$ cat config.mk
export PLATFORM = sky130hd
export DESIGN_NAME = hex_keypad_writer
export DESIGN_NICKNAME = d
export VERILOG_FILES = /design/src/rtl/keypad_pkg.sv /design/src/rtl/keypad_scanner.sv /design/src/rtl/hex_keypad_writer.sv
export SDC_FILE = /design/constraint.sdc
export NUM_CORES = 1
export LEC_CHECK = 0
export CORE_ASPECT_RATIO = 0.7
export CORE_MARGIN = 2
export CORE_UTILIZATION = 56
export DETAILED_ROUTE_END_ITERATION = 10
export GPL_TIMING_DRIVEN = 0
export PLACE_DENSITY = 0.91
export SYNTH_ARGS = -nofsm -noshare
export SYNTH_HDL_FRONTEND = slang
export SYNTH_SLANG_ARGS = --single-unit
$ cat constraint.sdc
create_clock -name Clk -period 2.3 [get_ports Clk]
set_clock_uncertainty 0.05 [all_clocks]
set_input_delay 0.46 -clock Clk [delete_from_list [all_inputs] [get_ports Clk]]
set_output_delay 0.46 -clock Clk [all_outputs]
set_load 0.02 [all_outputs]
$ cat src/rtl/keypad_pkg.sv
// Shared state encodings and column-decode helpers for the hex keypad writer.
package keypad_pkg;

  localparam logic [3:0] KEY_COLS_IDLE = 4'hF;
  localparam logic [2:0] MAX_DIGITS    = 3'd4;

  typedef enum logic [1:0] {
    SCAN     = 2'd0,
    DEBOUNCE = 2'd1,
    HELD     = 2'd2
  } scan_state_t;

  typedef enum logic {
    IDLE  = 1'b0,
    WRITE = 1'b1
  } write_state_t;

  // A genuine key pulls exactly one column low; anything else is a ghost or idle.
  function automatic logic single_low(input logic [3:0] cols);
    case (cols)
      4'b1110, 4'b1101, 4'b1011, 4'b0111: single_low = 1'b1;
      default:                            single_low = 1'b0;
    endcase
  endfunction

  function automatic logic [1:0] low_index(input logic [3:0] cols);
    case (cols)
      4'b1101: low_index = 2'd1;
      4'b1011: low_index = 2'd2;
      4'b0111: low_index = 2'd3;
      default: low_index = 2'd0;
    endcase
  endfunction

endpackage

$ cat src/rtl/keypad_scanner.sv
// Row scanner for a 4x4 keypad: synchronises the columns, debounces press and
// release, and emits a one-cycle pulse with {row, column} for each accepted key.
module keypad_scanner
  import keypad_pkg::*;
#(
  parameter int          SCAN_DIV_W      = 18,
  parameter logic [19:0] DEBOUNCE_CYCLES = 20'd500000
) (
  input  logic       clk,
  input  logic       rst_n,
  input  logic [3:0] key_col,
  output logic [3:0] key_row,
  output logic       key_valid,
  output logic [3:0] key_code
);

  localparam logic [19:0] DEB_LAST = DEBOUNCE_CYCLES - 20'd1;

  logic [3:0]            col_meta;
  logic [3:0]            col_s;
  logic [3:0]            col_lat;
  logic [1:0]            row_idx;
  logic [SCAN_DIV_W-1:0] div_cnt;
  logic [19:0]           deb_cnt;
  scan_state_t           state;
  scan_state_t           state_next;
  logic                  cols_idle;
  logic                  cols_stable;
  logic                  deb_done;
  logic                  start_debounce;
  logic                  accept;
  logic                  release_done;

  assign key_row     = ~(4'b0001 << row_idx);
  assign cols_idle   = (col_s == KEY_COLS_IDLE);
  assign cols_stable = (col_s == col_lat);
  assign deb_done    = (deb_cnt == DEB_LAST);

  always_ff @(posedge clk or negedge rst_n) begin
    if (!rst_n) begin
      col_meta <= KEY_COLS_IDLE;
      col_s    <= KEY_COLS_IDLE;
    end else begin
      col_meta <= key_col;
      col_s    <= col_meta;
    end
  end

  always_ff @(posedge clk or negedge rst_n) begin
    if (!rst_n) state <= SCAN;
    else        state <= state_next;
  end

  always_comb begin
    state_next     = state;
    start_debounce = 1'b0;
    accept         = 1'b0;
    release_done   = 1'b0;
    case (state)
      SCAN: begin
        if (!cols_idle) begin
          start_debounce = 1'b1;
          state_next     = DEBOUNCE;
        end
      end
      DEBOUNCE: begin
        if (!cols_stable) begin
          state_next = SCAN;
        end else if (deb_done) begin
          accept     = 1'b1;
          state_next = HELD;
        end
      end
      HELD: begin
        if (cols_idle && deb_done) begin
          release_done = 1'b1;
          state_next   = SCAN;
        end
      end
      default: state_next = SCAN;
    endcase
  end

  // The row stays frozen from detection until release so keyCode names the pressed row.
  always_ff @(posedge clk or negedge rst_n) begin
    if (!rst_n) begin
      row_idx   <= 2'd0;
      div_cnt   <= '0;
      deb_cnt   <= '0;
      col_lat   <= KEY_COLS_IDLE;
      key_valid <= 1'b0;
      key_code  <= 4'd0;
    end else begin
      key_valid <= 1'b0;
      case (state)
        SCAN: begin
          deb_cnt <= '0;
          if (start_debounce) begin
            col_lat <= col_s;
          end else begin
            div_cnt <= div_cnt + SCAN_DIV_W'(1);
            if (&div_cnt) row_idx <= row_idx + 2'd1;
          end
        end
        DEBOUNCE: begin
          if (accept || !cols_stable) deb_cnt <= '0;
          else                        deb_cnt <= deb_cnt + 20'd1;
          if (accept && single_low(col_lat)) begin
            key_valid <= 1'b1;
            key_code  <= {row_idx, low_index(col_lat)};
          end
        end
        HELD: begin
          if (release_done) begin
            deb_cnt <= '0;
            div_cnt <= '0;
            row_idx <= row_idx + 2'd1;
          end else if (cols_idle) begin
            deb_cnt <= deb_cnt + 20'd1;
          end else begin
            deb_cnt <= '0;
          end
        end
        default: deb_cnt <= '0;
      endcase
    end
  end

endmodule

$ cat src/rtl/hex_keypad_writer.sv
// Keypad entry path: collects hex nibbles into a 16-bit word and writes it to
// data memory at an auto-incrementing address when the commit button is pressed.
module hex_keypad_writer
  import keypad_pkg::*;
#(
  parameter int          SCAN_DIV_W      = 18,
  parameter logic [19:0] DEBOUNCE_CYCLES = 20'd500000,
  parameter int          ADDR_W          = 8
) (
  input  logic              Clk,
  input  logic              reset,
  input  logic [3:0]        KeyCol,
  input  logic              BtnCommit,
  input  logic              BtnClear,
  input  logic              wrReady,
  output logic [3:0]        KeyRow,
  output logic              keyValid,
  output logic [3:0]        keyCode,
  output logic [15:0]       entryData,
  output logic [2:0]        digitCount,
  output logic              wrEn,
  output logic [ADDR_W-1:0] wrAddr,
  output logic [15:0]       wrData
);

  logic [1:0]   commit_sync;
  logic [1:0]   clear_sync;
  logic         commit_prev;
  logic         clear_prev;
  logic         commit_edge;
  logic         clear_edge;
  write_state_t wr_state;
  write_state_t wr_next;
  logic         start_write;
  logic         finish_write;
  logic         clear_entry;
  logic         take_key;

  keypad_scanner #(
    .SCAN_DIV_W     (SCAN_DIV_W),
    .DEBOUNCE_CYCLES(DEBOUNCE_CYCLES)
  ) u_scanner (
    .clk      (Clk),
    .rst_n    (reset),
    .key_col  (KeyCol),
    .key_row  (KeyRow),
    .key_valid(keyValid),
    .key_code (keyCode)
  );

  always_ff @(posedge Clk or negedge reset) begin
    if (!reset) begin
      commit_sync <= 2'b00;
      clear_sync  <= 2'b00;
      commit_prev <= 1'b0;
      clear_prev  <= 1'b0;
    end else begin
      commit_sync <= {commit_sync[0], BtnCommit};
      clear_sync  <= {clear_sync[0], BtnClear};
      commit_prev <= commit_sync[1];
      clear_prev  <= clear_sync[1];
    end
  end

  assign commit_edge = commit_sync[1] & ~commit_prev;
  assign clear_edge  = clear_sync[1] & ~clear_prev;

  always_ff @(posedge Clk or negedge reset) begin
    if (!reset) wr_state <= IDLE;
    else        wr_state <= wr_next;
  end

  // Clear outranks both a new key and a commit; in WRITE every user input is ignored.
  always_comb begin
    wr_next      = wr_state;
    start_write  = 1'b0;
    finish_write = 1'b0;
    clear_entry  = 1'b0;
    take_key     = 1'b0;
    case (wr_state)
      IDLE: begin
        if (clear_edge) begin
          clear_entry = 1'b1;
        end else begin
          take_key = keyValid;
          if (commit_edge && (digitCount != 3'd0)) begin
            start_write = 1'b1;
            wr_next     = WRITE;
          end
        end
      end
      WRITE: begin
        if (wrReady) begin
          finish_write = 1'b1;
          wr_next      = IDLE;
        end
      end
      default: wr_next = IDLE;
    endcase
  end

  always_ff @(posedge Clk or negedge reset) begin
    if (!reset) begin
      entryData  <= 16'd0;
      digitCount <= 3'd0;
    end else if (clear_entry || finish_write) begin
      entryData  <= 16'd0;
      digitCount <= 3'd0;
    end else if (take_key) begin
      entryData <= {entryData[11:0], keyCode};
      if (digitCount != MAX_DIGITS) digitCount <= digitCount + 3'd1;
    end
  end

  always_ff @(posedge Clk or negedge reset) begin
    if (!reset) begin
      wrEn   <= 1'b0;
      wrAddr <= '0;
      wrData <= 16'd0;
    end else if (start_write) begin
      wrEn   <= 1'b1;
      wrData <= entryData;
    end else if (finish_write) begin
      wrEn   <= 1'b0;
      wrAddr <= wrAddr + ADDR_W'(1);
    end
  end

endmodule

* Word-level counts from Yosys, hierarchy flattened
Cells that the tools add are included.
** Operators by class
- Mux-type cells :: 46
- Add/sub/neg operators :: 5
- Multiply operators :: 0
- Magnitude comparators :: 0
- Bitwise gates (word level) :: 7
- Eq/ne operators :: 16
- Reduce and logical (&&, ||, !) cells :: 21
- Divide/modulo/power cells :: 0
- Shift operators :: 1
** Operators by type and width (count)
- $mux W20 :: 3
- $pmux W20 S2 :: 1
- $mux W18 :: 2
- $pmux W18 S2 :: 1
- $mux W16 :: 2
- $mux W1 :: 23
- $add A20 B1 Y20 const B :: 1
- $eq A20 B19 Y1 const B :: 1
- $add A18 B1 Y18 const B :: 1
- $reduce_and A18 Y1 :: 1
- $eq A4 B4 Y1 const B :: 4
- $mux W2 :: 7
- $pmux W2 S3 :: 2
- $mux W3 :: 3
- $add A8 B1 Y8 const B :: 1
- $reduce_and A2 Y1 :: 4
- $reduce_bool A2 Y1 :: 4
- $ne A2 B1 Y1 const B :: 3
- $ne A3 B3 Y1 const B :: 2
- $reduce_and A3 Y1 :: 2
- $eq A4 B3 Y1 const B :: 1
- $eq A4 B4 Y1 :: 1
- $ne A2 B2 Y1 const B :: 2
- $not A1 Y1 :: 4
- 16 further kinds :: 20
** Storage, ports and cells
- Latch bits :: 0
- Register bits :: 110
- Word-level logic and storage cells :: 115
- Memories :: 0
- Memory bits (writable) :: 0
- Output and inout port bits :: 53
- Bits of input ports :: 9
- ROM bits :: 0

* Longest topological paths before layout
Gate-level depths: netlist of run 1.
- Word-level depth :: 8
- Mapped depth :: 8
- Depth with buffers taken out :: 6

* Hierarchy
Synthesis of run 1 repeated with hierarchy kept, for this count alone.
** Second synthesis, totals
- Cells, all modules :: 480
- Area total of the unflattened synthesis :: 5172.5 µm²
** By module, submodules not included
- keypad_scanner :: seq. area each 1491.4 µm², area each 3101.7 µm², cells each 313, times used 1
- hex_keypad_writer :: seq. area each 1276.2 µm², area each 2070.7 µm², cells each 167, times used 1

* Worst setup path after synthesis of run 1
Ideal clock, no wire load.
- Kind :: reg2reg
- Start point :: reg digitCount[0]
- End point :: reg wrData[10]
- Arrival :: 2.017 ns
- Path buffers :: 1
- Library setup time :: 0.125 ns
- Cell stages (with the launch flop) :: 7
- Slack :: 0.108 ns
- Clock period less this slack :: 2.192 ns
- Data required time :: 2.125 ns
- Path through :: dfrtp_1 -> inv_1 -> ha_1 -> nor2b_1 -> nor4b_4 -> buf_2 -> mux2_2
** Between the ends
- Longest elaborated chain between the ends :: 5
** Ends and longest elaborated chain
- start: declaration :: RTL line hex_keypad_writer.sv:20 : output logic [2:0] digitCount,
- start signal: assignment :: RTL line hex_keypad_writer.sv:111 : if (digitCount != MAX_DIGITS) digitCount <= digitCount + 3'd1;
- $reduce_bool A3 Y1 :: RTL line hex_keypad_writer.sv:86 : if (commit_edge && (digitCount != 3'd0)) begin
- $logic_and A1 B1 Y1 :: RTL line hex_keypad_writer.sv:86
- $mux W1 :: RTL line hex_keypad_writer.sv:86
- $mux W1 :: RTL line hex_keypad_writer.sv:82 : if (clear_edge) begin
- $mux W1 :: RTL line hex_keypad_writer.sv:80 : case (wr_state)
- end signal: assignment :: RTL line hex_keypad_writer.sv:122 : wrData <= entryData;
- end: declaration :: RTL line hex_keypad_writer.sv:23 : output logic [15:0] wrData
Every way passes these cells.
A chain may end at the register's enable or synchronous reset.

* Worst setup path in the final report of run 1
- Start point :: reg u_scanner.row_idx[1]
- End point :: out KeyRow[1]
** Between the ends
- Longest elaborated chain between the ends :: 2
** Ends and longest elaborated chain
- start: declaration :: RTL line keypad_scanner.sv:22 : logic [1:0] row_idx;
- start signal: assignment :: RTL line keypad_scanner.sv:102 : if (&div_cnt) row_idx <= row_idx + 2'd1;
- start signal: assignment :: RTL line keypad_scanner.sv:117 : row_idx <= row_idx + 2'd1;
- $shl A1 B2 Y4 :: RTL line keypad_scanner.sv:34 : assign key_row = ~(4'b0001 << row_idx);
- $not A4 Y4 :: RTL line keypad_scanner.sv:34
- end: declaration :: RTL line hex_keypad_writer.sv:16 : output logic [3:0] KeyRow,
Every way passes these cells.

==> results of run 1 <==
## cell usage after synthesis, types with 4 or more instances
master / number / area share
clkbuf_1: 13 / 0.0096
or2_2: 4 / 0.0049
o21ai_0: 36 / 0.035
a21oi_1: 24 / 0.024
nand2_1: 60 / 0.044
dfrtp_1: 98 / 0.48
dfstp_2: 12 / 0.062
and4_1: 4 / 0.0069
buf_2: 6 / 0.0059
nor2_1: 40 / 0.030
nand4_1: 16 / 0.020
ha_1: 12 / 0.030
a21o_1: 5 / 0.0074
nand3_1: 22 / 0.022
xor2_1: 13 / 0.022
nor3_1: 9 / 0.0089
mux2i_1: 4 / 0.0079
mux2_2: 20 / 0.044
inv_1: 19 / 0.014
xnor2_1: 19 / 0.033
## what timing repair did
item,4_1_cts,5_1_grt
endpoints found under the setup margin,21,24
setup buffers,3,2
gates resized for setup,3,3
pin swaps,1,1
## metal layers
layer	up-vias	wire, um	track usage	part of all wire
li1	1852	-	-	-
met1	2140	5270	0.357	0.40
met2	217	6560	0.450	0.50
met3	47	764	0.0471	0.059
met4	0	437	0.141	0.034
met5	-	0	0	0
## cell type report
class	instances	area, um^2	area share
Buffer	17	81.3	0.0129
Inverter	19	71.3	0.0114
Clock buffer	9	225	0.0359
Multi-Input combinational cell	339	2170	0.345
Tap cell	124	155	0.0247
Timing Repair Buffer	67	686	0.109
Sequential cell	110	2770	0.441
Clock inverter	7	128	0.0203
## power groups by stage
stage	logic, uW	clock network [uW]	registers [uW]
2_1_floorplan	497	0	2150
3_3_place_gp	680	0	2160
3_5_place_dp	746	0	2170
4_1_cts	730	1830	2180
5_1_grt	785	1900	2230
6_report	721	1810	2220
## through the flow
stage          hold WS, ns   util  instance area, um^2  TNS, ns
2_1_floorplan        0.114      -                 5080        0
3_3_place_gp         0.283  0.655                 5850  -331.64
3_5_place_dp         0.286  0.658                 5880    -2.22
4_1_cts             0.0807  0.700                 6250        0
5_1_grt              0.119  0.704                 6280        0
6_report            0.0642  0.704                 6280        0
## worst reg2reg max path, delay by kind of cell, from the launching register on
kind / cells / cell delay [ns]
flip-flops: 1 / 0.40
AND/OR/NAND/NOR: 2 / 0.46
buffers and inverters: 1 / 0.14
multiplexers: 1 / 0.30
AO/OA/AOI/OAI: 2 / 0.53
adder cells (fa/ha/maj): 1 / 0.23
## state kept, by name, indices dropped and copies added, names as in the netlist
name	count
u_scanner.col_lat	4
wrEn	1
u_scanner.row_idx	2
clear_prev	1
wrAddr	8
u_scanner.col_s	4
u_scanner.deb_cnt	20
u_scanner.key_valid	1
commit_sync	2
u_scanner.key_code	4
u_scanner.div_cnt	18
digitCount	3
u_scanner.state	2
entryData	16
wr_state	1
clear_sync	2
commit_prev	1
wrData	16
u_scanner.col_meta	4
## cells by family after synthesis
logic type,after synthesis,share of synthesized area
buffers and inverters,39,0.0317
DFF,110,0.544
adders and majority gates,12,0.0295
and+or+nand+nor,184,0.185
xor gates and xnor gates,32,0.0551
muxes,25,0.0551
AOI/OAI and AO/OA,86,0.0989
## worst paths after layout
kind / start / endpoint / slack [ns] / depth (start not counted)
max: u_scanner.row_idx[1] / KeyRow[1] / 0.06 / 4
min: reset / wrAddr[6] / 0.06 / 1
max reg2reg: u_scanner.deb_cnt[0] / u_scanner.row_idx[1] / 0.08 / 7
min reg2reg: u_scanner.col_meta[2] / u_scanner.col_s[2] / 0.30 / 0
max in group asynchronous: reset / u_scanner.col_lat[0] / 1.37 / 2
min in group Clk: u_scanner.col_meta[2] / u_scanner.col_s[2] / 0.30 / 0
==> impl_metrics.json, run 1 <==
{
  "status": "finished, final reports clean",
  "sw_frac_of_total": 0.278,
  "antenna_found_initial": 0,
  "num_antenna_cells": 0,
  "cts_hold_buf": 0,
  "p_switching_uw": 1320,
  "path_clk_slew_ns": 0.07,
  "worst_ir_drop_vdd_mv": 0.554,
  "slowest_stage": "clkdlybuf4s50_1",
  "die_h_um": 83.7,
  "nets": 584,
  "cts_max_path_buffers": 2,
  "combPwrFrac": 0.151,
  "min_period_over_period": 0.973,
  "power.total_uw": 4760,
  "tightest_slew_ns": 0.858,
  "synthFlopType": "dfrtp_1",
  "gp_congestion": 0.880,
  "cts_buffers": 9,
  "core_region_area_mm2": 0.00893,
  "grt_pass1_vias": 4284,
  "syn-num-nets": 509,
  "drc": 0,
  "htree_num_levels": 3,
  "num_vias": 4256,
  "clock_latency_ns": 0.35,
  "grt_overflow": 0,
  "path_cells": "inv_1 -> ha_1 -> inv_1 -> clkdlybuf4s50_1",
  "path_buf_inv": 3,
  "synth_area_mm2": 0.00508,
  "synth_edf_count": 0,
  "synth_seq_area_share": 0.544,
  "end_kind": "output pin",
  "rows": 29,
  "synth_warnings": 0,
  "hold_class": "primary input to asynchronous set/reset pin",
  "postSynthCellCount": 488,
  "relSlewSlack": 0.428,
  "dr.pass1.iters": 5,
  "timing.critical_path.mode_cell": "inv_1",
  "wl_um": 13000,
  "layout-drive-gt1-share": 0.143,
  "clkSinkCount": 110,
  "final_hold_viol_count": 0,
  "timing.fmax_mhz": 447,
  "cp.arrival_ns": 1.73,
  "layoutNonFillerInstCount": 692,
  "period_minus_slack_ns": 2.24,
  "via_per_inst": 6.15,
  "dp_cells": 674,
  "die_area_mm2": 0.00987,
  "drtIter0Drc": 521,
  "drv_cap": 0,
  "die_w_um": 118,
  "startpoint_type": "flop",
  "required_ns": 1.79,
  "cts_tree": "built",
  "power_frac_clock": 0.381,
  "p_per_area_mw_per_mm2": 758,
  "critPathMaxStageDelay_ns": 0.59,
  "synth-seq-cells": 110,
  "fillers": 606,
  "syn_area_per_cell_um2": 10.4,
  "areaGrowthSynthToFinish_pct": 23.5,
  "place_hpwl_um": 8470,
  "p_seq_frac": 0.467,
  "floorplan.initialDensity": 0.570,
  "setup_viol": 0,
  "ioPinCount": 62,
  "place_ws_ns": -0.381,
  "critPathKind": "flop to output pin",
  "final_common_cell": "dfrtp_1",
  "internal_power_uw": 3440,
  "maxSlewViolCount": 0,
  "leakage_uw": 0.00265,
  "rsz0062_at_grt": "no",
  "grt_max_degree": 66,
  "path_max_fanout": 5,
  "grt_first_pass_wirelength_um": 21400,
  "crit_family": "buffers and inverters",
  "fin_ws_ns": 0.0623,
  "synthDistinctLibCells": 52,
  "cts_root_buf": "clkbuf_16",
  "ant_nets": 0,
  "final_cell_mix": "dfrtp_1, nand2_1, clkdlybuf4s50_1, nor2_1, o21ai_0",
  "track_usage": 0.275,
  "portBuffers": 61,
  "post_drt_wl_per_cell_um": 18.8,
  "postSynth.asyncResetShare": 1.00
}
Note: power is estimated with default switching activity, not from simulation.
==> inputs of run 2 (changes only) <==
--- a/config.mk
+++ b/config.mk
@@ -5,6 +5,7 @@
 export SDC_FILE = /design/constraint.sdc
 export NUM_CORES = 1
 export LEC_CHECK = 0
+export CAP_MARGIN = 10
 export CORE_ASPECT_RATIO = 0.7
 export CORE_MARGIN = 2
 export CORE_UTILIZATION = 56
==> results of run 2 <==
Same layout as run 1: the final DEF is identical, and so are final timing and power.
==> inputs of run 3 (changes only) <==
--- a/config.mk
+++ b/config.mk
@@ -7,11 +7,11 @@
 export LEC_CHECK = 0
 export CAP_MARGIN = 10
 export CORE_ASPECT_RATIO = 0.7
-export CORE_MARGIN = 2
-export CORE_UTILIZATION = 56
+export CORE_MARGIN = 3
+export CORE_UTILIZATION = 50
 export DETAILED_ROUTE_END_ITERATION = 10
 export GPL_TIMING_DRIVEN = 0
-export PLACE_DENSITY = 0.91
+export PLACE_DENSITY = 0.87
 export SYNTH_ARGS = -nofsm -noshare
 export SYNTH_HDL_FRONTEND = slang
 export SYNTH_SLANG_ARGS = --single-unit
==> constraint.sdc (replaced) <==
create_clock -name Clk -period 1.8 [get_ports Clk]
set_clock_uncertainty 0.05 [all_clocks]
set_input_delay 0.36 -clock Clk [delete_from_list [all_inputs] [get_ports Clk]]
set_output_delay 0.36 -clock Clk [all_outputs]
set_load 0.02 [all_outputs]
==> run 3 against run 2 <==
- the run now ends with setup timing left
- total power grew 35%
- non-clock buffer count grew 45
- hold slack improved by 0.24 ns
- register-to-register slack got worse by 0.28 ns
- wire length up 20%
- clock-buffer cell count unchanged
- largest cell class unchanged
- highest routed layer unchanged
==> impl_metrics.json, run 3 (synthesis results as in run 1) <==
{
  "layout-drive-gt1-share": 0.341,
  "track_usage": 0.237,
  "final_hold_viol_count": 0,
  "leakage_uw": 0.00337,
  "grt_max_degree": 78,
  "num_antenna_cells": 0,
  "drtIter0Drc": 393,
  "holdPathEnd": "commit_sync[1]",
  "worst_ir_drop_vdd_mv": 0.731,
  "path_clk_slew_ns": 0.08,
  "num_vias": 4492,
  "cp.arrival_ns": 2.18,
  "ioPinCount": 62,
  "status": "finished, violations left",
  "die_h_um": 90.4,
  "grt_first_pass_wirelength_um": 22000,
  "die_w_um": 127,
  "min_period_over_period": 1.11,
  "final_cell_mix": "dfrtp_1, nand2_1, buf_4, clkdlybuf4s50_1, a21oi_1",
  "timing.fmax_mhz": 501,
  "whs_path_depth": 0,
  "dr.pass1.iters": 5,
  "r2r_cells": 6,
  "setup_tns_ns": -4.71,
  "drc": 0,
  "layoutNonFillerInstCount": 741,
  "cts_root_buf": "clkbuf_16",
  "cts_tree": "built",
  "grt_pass1_vias": 4434,
  "r2r_setup_slack_ns": -0.20,
  "cts_max_path_buffers": 2,
  "die_area_mm2": 0.0114,
  "reg_top3": "u_scanner.deb_cnt x20, u_scanner.div_cnt x18",
  "fin_ws_ns": -0.198,
  "fin_area_mm2": 0.00732,
  "nets": 629,
  "multiInputGateArea_mm2": 0.00270,
  "dp_cells": 678,
  "fillers": 512,
  "post_drt_wl_per_cell_um": 21.1,
  "end_kind": "flop",
  "portBuffers": 61,
  "wl_um": 15600,
  "final_common_cell": "dfrtp_1",
  "ant_nets": 0,
  "core_region_area_mm2": 0.00980,
  "p_per_area_mw_per_mm2": 880,
  "drv_cap": 0,
  "setup_viol": 62,
  "tightest_slew_ns": 0.641,
  "place_area_mm2": 0.00595,
  "via_per_inst": 6.06,
  "critPathKind": "flop to flop",
  "antenna_found_initial": 0,
  "period_minus_slack_ns": 2.00,
  "largest_reg_flops": 20,
  "worstReg2RegEnd": "u_scanner.row_idx[1]",
  "place_hpwl_um": 8350,
  "regMostFlops": "u_scanner.deb_cnt",
  "floorplan.initialDensity": 0.519,
  "rows": 30,
  "required_ns": 1.99,
  "seqCellArea_mm2": 0.00278,
  "maxSlewViolCount": 0,
  "areaGrowthSynthToFinish_pct": 44.0,
  "violations": "setup timing",
  "gp_congestion": 0.893,
  "path_max_fanout": 5,
  "r2r-start": "u_scanner.deb_cnt[1]",
  "relSlewSlack": 0.572,
  "clock_latency_ns": 0.36,
  "htree_num_levels": 3,
  "startpoint_type": "flop",
  "power.total_uw": 6450,
  "hold_class": "flop to flop",
  "grt_overflow": 0,
  "rsz0062_at_grt": "yes",
  "cts_buffers": 9,
  "hold_start": "commit_sync[0]",
  "clkSinkCount": 110
}
run 3: worst max path at each step:
| stage | startpoint | to |
|---|---|---|
| 2_1_floorplan | digitCount[0] | wrData[10] |
| 3_5_place_dp | wrReady | digitCount[1] |
| 3_3_place_gp | reset | digitCount[0] |
| 5_1_grt | u_scanner.deb_cnt[1] | u_scanner.row_idx[1] |
| 6_report | u_scanner.deb_cnt[1] | u_scanner.row_idx[1] |
| 4_1_cts | u_scanner.deb_cnt[11] | u_scanner.row_idx[1] |
run 3: timing repair:
action,4_1_cts,5_1_grt
cloned,2,2
hold buffers,1,0
endpoints found under the setup margin,101,96
pin swaps,10,35
gates resized for setup,78,133
hold endpoints to repair,30,0
setup buffers,34,18
run 3: critical path, cell delays in order (launching register included):
cell and delay, ns:
dfrtp_1 0.40, ha_4 0.16, and4_4 0.28, nand2_4 0.09
o31a_1 0.37, a21o_1 0.22, mux2_4 0.30
run 3: through the flow:
step / util / hold slack (ns) / setup WS, ns
6_report: 0.747 / 0.303 / -0.198
5_1_grt: 0.747 / 0.314 / -0.237
4_1_cts: 0.683 / 0.309 / -0.177
3_5_place_dp: 0.608 / 0.293 / -0.726
3_3_place_gp: 0.605 / 0.282 / -3.99
2_1_floorplan: - / 0.0144 / -0.180
run 3: layout make-up:
type / instances / area share
sequential: 110 / 0.380
multi-input combinational: 339 / 0.368
timing repair buffer: 118 / 0.163
clock buffer: 9 / 0.0308
tap: 128 / 0.0219
clock inverter: 7 / 0.0138
buffer: 11 / 0.0132
inverter: 19 / 0.00974
run 3: routing by layer:
metal  part of all wire  up-vias  global-route usage  wire, um
met3              0.081       52              0.0644      1260
met4              0.030        0              0.0741       476
met2               0.50      259               0.394      7860
met5                  0        -                   0         0
li1                   -     1938                   -         -
met1               0.39     2243               0.304      6040
run 3: report_power, final:
part	internal [uW]	switching, uW
Sequential	2640	187
Combinational	667	728
Clock	1240	986
Total	4540	1900
